[src/rtl/im_fetch_ctrl.sv]
// Instruction fetch sequencer: owns the PC, drives the combinational IM and feeds decode via a 1-entry slot.
// Latency pc -> if_valid 1 cycle; slot holds under !if_ready; FETCH_PERF_EN enables perf_fetch/perf_stall.
module im_fetch_ctrl #(
    parameter logic [31:0] RESET_PC = 32'h0000_0000,
    parameter int          NMEM     = 128
) (
    input  logic        clk,
    input  logic        rst_n,
    output logic [31:0] im_addr,
    input  logic [31:0] im_data,
    output logic        if_valid,
    input  logic        if_ready,
    output logic [31:0] if_instr,
    output logic [31:0] if_pc,
    input  logic        redir_valid,
    input  logic [31:0] redir_pc,
    input  logic        halt_req,
    output logic        halted,
    output logic        fault,
    output logic [31:0] perf_fetch,
    output logic [31:0] perf_stall
);

    typedef enum logic [1:0] {
        ST_RUN   = 2'd0,
        ST_HALT  = 2'd1,
        ST_FAULT = 2'd2
    } state_t;

    localparam logic [29:0] NMEM_W = 30'(NMEM);

    state_t      state_q, state_d;
    logic [31:0] pc_q;
    logic        valid_q;
    logic [31:0] instr_q;
    logic [31:0] ipc_q;
    logic        halted_q;
    logic        fault_q;

    logic slot_free;
    logic in_range;
    logic redir_take;
    logic redir_bad;
    logic issue;

    assign slot_free  = !valid_q || if_ready;
    assign in_range   = (pc_q[31:2] < NMEM_W) && (pc_q[1:0] == 2'b00);
    assign redir_take = redir_valid && (state_q != ST_FAULT);
    assign redir_bad  = (redir_pc[1:0] != 2'b00);

    always_ff @(posedge clk) begin
        if (!rst_n) begin
            state_q <= ST_RUN;
        end else begin
            state_q <= state_d;
        end
    end

    always_comb begin
        state_d = state_q;
        if (redir_take) begin
            state_d = redir_bad ? ST_FAULT : ST_RUN;
        end else begin
            case (state_q)
                ST_RUN: begin
                    if (halt_req) begin
                        state_d = ST_HALT;
                    end else if (slot_free && !in_range) begin
                        state_d = ST_FAULT;
                    end
                end
                default: state_d = state_q;
            endcase
        end
    end

    // A pending halt suppresses the fetch in the same cycle it is requested.
    always_comb begin
        issue    = !redir_take && (state_q == ST_RUN) && !halt_req && slot_free && in_range;
        im_addr  = pc_q;
        if_valid = valid_q;
        if_instr = instr_q;
        if_pc    = ipc_q;
        halted   = halted_q;
        fault    = fault_q;
    end

    always_ff @(posedge clk) begin
        if (!rst_n) begin
            pc_q     <= RESET_PC;
            valid_q  <= 1'b0;
            instr_q  <= 32'h0;
            ipc_q    <= 32'h0;
            halted_q <= 1'b0;
            fault_q  <= 1'b0;
        end else begin
            halted_q <= (state_d == ST_HALT);
            fault_q  <= (state_d == ST_FAULT);
            if (redir_take) begin
                valid_q <= 1'b0;
                if (!redir_bad) begin
                    pc_q <= redir_pc;
                end
            end else if (issue) begin
                instr_q <= im_data;
                ipc_q   <= pc_q;
                valid_q <= 1'b1;
                pc_q    <= pc_q + 32'd4;
            end else if (slot_free) begin
                valid_q <= 1'b0;
            end
        end
    end

`ifdef FETCH_PERF_EN
    logic [31:0] perf_fetch_q;
    logic [31:0] perf_stall_q;

    // A word accepted in the same cycle as a redirect is flushed, so it is not counted.
    always_ff @(posedge clk) begin
        if (!rst_n) begin
            perf_fetch_q <= 32'h0;
            perf_stall_q <= 32'h0;
        end else begin
            if (valid_q && if_ready && !redir_take) begin
                perf_fetch_q <= perf_fetch_q + 32'd1;
            end
            if (valid_q && !if_ready) begin
                perf_stall_q <= perf_stall_q + 32'd1;
            end
        end
    end

    assign perf_fetch = perf_fetch_q;
    assign perf_stall = perf_stall_q;
`else
    assign perf_fetch = 32'h0;
    assign perf_stall = 32'h0;
`endif

endmodule
[config.mk]
export PLATFORM = sky130hd
export DESIGN_NAME = im_fetch_ctrl
export DESIGN_NICKNAME = d
export VERILOG_FILES = /design/src/rtl/im_fetch_ctrl.sv
export SDC_FILE = /design/constraint.sdc
export NUM_CORES = 1
export LEC_CHECK = 0
export ABC_AREA = 1
export BUFFER_PORTS_ARGS = -buffer_cell sky130_fd_sc_hd__buf_2
export CORE_MARGIN = 8
export CORE_UTILIZATION = 47
export DETAILED_ROUTE_END_ITERATION = 8
export GPL_TIMING_DRIVEN = 0
export PLACE_DENSITY = 0.81
export SYNTH_ARGS = -nofsm -noshare
export SYNTH_HDL_FRONTEND = slang
export SYNTH_SLANG_ARGS = --single-unit
[constraint.sdc]
create_clock -name clk -period 1.81 [get_ports clk]
set_clock_uncertainty 0.15 [all_clocks]
set_input_delay 0.181 -clock clk [delete_from_list [all_inputs] [get_ports clk]]
set_output_delay 0.181 -clock clk [all_outputs]
set_load 0.005 [all_outputs]
==> summary.md <==
| Metric | Value |
|---|---|
| Synth area leaders | `dfxtp_1, nand2_1, buf_4, nor2_1, a21oi_1` |
| Hold path depth | `5` |
| Post-synth top area cell | `dfxtp_1` |
| Post-synthesis cell type count | `32` |
| Worst flop-to-flop path endpoint | `im_addr[27]$_SDFFE_PN0P_` |
| Crit path max fanout | `10` |
| Die Footprint | `0.01402 mm^2` |
| PwrDens | `676.9 mW/mm^2` |
| Worst slew margin | `0.5689` |
| Core Box Area | `0.01028 mm^2` |
| Remaining DRCs | `0` |
| Synth Register Bits | `101` |
| FF-to-FF path depth | `8` |
| Critical path required time | `1950 ps` |
| Sequential fraction of the synthesis area | `0.4102` |
| Worst setup path startpoint | `im_addr[27]$_SDFFE_PN0P_` |
| Share of flip-flops with an asynchronous set or reset | `0` |
| Max H-tree Level | `3` |
| Post-DP HPWL | `12330 um` |
| Via count | `5506` |
| Outcome | `finished clean` |
| Syn-to-layout area delta | `43.86%` |
| Maximum Capacitance Violations | `0` |
| DR vias/cell | `4.738` |
| Crit Path Category | `reg -> reg` |
| Post-DRT Antenna Nets | `0` |
| Max Slew Vio Count | `0` |
| R2R Path Start | `im_addr[27]$_SDFFE_PN0P_` |
| Die W | `118.4 um` |
| Setup TNS | `0 ps` |
| Hold EP | `im_addr[9]$_SDFFE_PN0P_` |
| Top cells by count, synth | `nand2_1, nor2_1, dfxtp_1` |
| CTS tree | `done` |
| # fillers | `907` |
| Die Y | `118.4 um` |
| Clk sink count | `101` |
| GPL Wtd Cong | `0.9809` |
| DR iter-0 viols | `397` |
| Hold Vio Cnt, Final | `0` |
| Post-route cell area | `0.007092 mm^2` |
| Final setup viols | `0` |
| Antenna violations before repair | `4` |
| Fin crit period | `1766 ps` |
| Post-synth top flop | `dfxtp_1` |
| Vias in the first global route | `5063` |
| Synth Cell Area | `0.004930 mm^2` |
| IO buf count | `166` |
| Lkg Pwr | `3.408 nW` |
| Layout Nets | `1089` |
| CTS root buf | `clkbuf_8` |
| First-pass GRT wire length | `26130 um` |
| Max frequency | `566.3 MHz` |
| Pre-CTS setup slack | `-195.0 ps` |
| Reg clk slew, reported paths | `100 ps` |
| Share of cells above drive strength 1 | `0.3333` |
| Initial Util | `0.4797` |
| CTS buffer count | `9` |
| Routed length per instance | `14.74 um` |
| Number of synthesized flops with an enable pin | `0` |
| Final WL | `17130 um` |
| WP data arrival | `1910 ps` |
| Peak VDD IR | `472.7 uV` |
| Post-synth top area share | `0.4102` |
| Average cell area after synthesis | `6.781 um^2` |
| Cell Rows | `37` |
| Worst-Margin Slew | `646.7 ps` |
| IO Pins | `232` |
| Global-route usage over all layers | `0.2273` |
| Worst skew pair latency | `360 ps` |
| YS warnings | `0` |
| CTS Buffer Depth | `2` |
| Crit start category | `flip-flop` |
| Drt pass-1 iters | `5` |
| Most frequent cell after synthesis | `nand2_1` |
| Fin crit share | `0.9756` |
| Largest net degree at the start of global routing | `18` |
| Hold path startpoint | `redir_pc[9]` |
| Reg2reg setup slack | `40 ps` |
| Unrepaired setup endpoints after global routing | `true` |
| Post-DP Area | `0.006167 mm^2` |
| Final Worst Setup Slack | `44.18 ps` |
| Total grt overflow | `0` |
| Worst Setup End Kind | `flip-flop` |
| Syn Inst Count | `727` |
| Hold Path Class | `in -> reg` |
[metrics by stage]
| step | utilization | std cells | power, mW | hold WS (ps) |
|---|---|---|---|---|
| 2_1_floorplan | - | 790 | 2.904 | 170.2 |
| 3_3_place_gp | 0.6001 | 1092 | 3.183 | 265.4 |
| 3_5_place_dp | 0.6001 | 1092 | 3.194 | 273.5 |
| 4_1_cts | 0.6679 | 1152 | 4.729 | 4.207 |
| 5_1_grt | 0.6900 | 1162 | 5.016 | 40.88 |
| 6_report | 0.6900 | 1162 | 4.800 | 10.86 |
[per-layer routing]
| layer | track usage | part of all wire | vias to the layer above |
|---|---|---|---|
| li1 | - | - | 2758 |
| met1 | 0.2569 | 0.39 | 2450 |
| met2 | 0.3901 | 0.49 | 251 |
| met3 | 0.06330 | 0.087 | 45 |
| met4 | 0.1075 | 0.035 | 2 |
| met5 | 0 | 0.00058 | - |
[critical path, stage by stage, from the launching register on]
cell and delay (ps):
dfxtp_1 400, nor2_1 110, nand3_1 130, nor2_4 190, nand3_4 160, nand2_8 140, buf_8 160, nand3_1 110
a21oi_2 140
[placed cells by master, fill, tap and decap left out, types with 2 or more instances in the layout]
cell type      netlist  final
inv_1               39     36
dfxtp_1            101     75
inv_6                0      3
clkbuf_2             0      2
buf_8                0      2
inv_2                4      4
dfxtp_4              0      5
nand3_4              1      2
buf_6                0      4
buf_4               66     81
a21oi_2              0      3
nor2_2               2     10
dlygate4sd3_1        0     40
diode_2              0      3
o211a_1              3      3
dfxtp_2              0     21
conb_1               1     64
nand3_1             39     38
clkbuf_1            18     12
clkinv_1             2      2
o21ai_0             23     23
nor3_1               4      4
clkbuf_8             0      9
nor2_1             103     94
o211ai_1             4      4
nand2_1            222    221
nand2_4              1      2
a21oi_1             56     53
or2_2               13     13
buf_2                7    169
nand4_1              6      6
[sequential cells by signal, indices dropped and copies added, names as in the netlist]
| signal | count |
|---|---|
| fault | 1 |
| halted | 1 |
| im_addr | 32 |
| if_valid | 1 |
| state_q | 2 |
| if_instr | 32 |
| if_pc | 32 |
[repair_timing]
action                                 in CTS  in global routing
gates cloned                                0                  1
hold buffers                               40                  0
gates resized for setup                    30                 72
setup buffers                               5                  7
endpoints found under the hold margin      39                  0
setup endpoints to repair                  72                 87
pin swaps                                   4                  7
[layout make-up]
cell class | instances | area, um^2 | area share
multi-input cells | 551 | 2461 | 0.3470
flip-flops and latches | 101 | 2067 | 0.2915
repair buffers | 218 | 1349 | 0.1902
plain buffers | 93 | 660.6 | 0.09315
inverters | 45 | 181.4 | 0.02558
well taps | 136 | 170.2 | 0.02399
clock buffers | 9 | 123.9 | 0.01747
clock inverters | 6 | 71.32 | 0.01006
diodes | 3 | 7.507 | 0.001059
[power breakdown]
part / switching [mW] / internal (mW)
sequential: 0.0939 / 2.30
clock: 0.811 / 0.648
combinational: 0.492 / 0.453
total: 1.40 / 3.40
[worst max path at each step]
stage	cells past startpoint	slack [ps]	to
after detailed placement	9	-190	im_addr[11]$_SDFFE_PN0P_
after floorplan	12	150	im_addr[20]$_SDFFE_PN0P_
after global routing	10	-40	im_addr[7]$_SDFFE_PN0P_
after global placement	9	-190	im_addr[14]$_SDFFE_PN0P_
after CTS	10	0.8	if_pc[12]$_SDFFE_PN0P_
final	8	40	im_addr[27]$_SDFFE_PN0P_
[cell families (layout without fill, tap and decap cells)]
kind of cell	after synthesis	after routing	share of synthesized area
AO/OA/AOI/OAI	90	90	0.09797
other	1	67	0.0007607
buffers and inverters	138	371	0.1571
AND/OR/NAND/NOR	396	396	0.3315
flip-flops	101	101	0.4102
adder cells (fa/ha/maj)	1	1	0.002538
No activity file was read; power rests on OpenSTA's default activity.
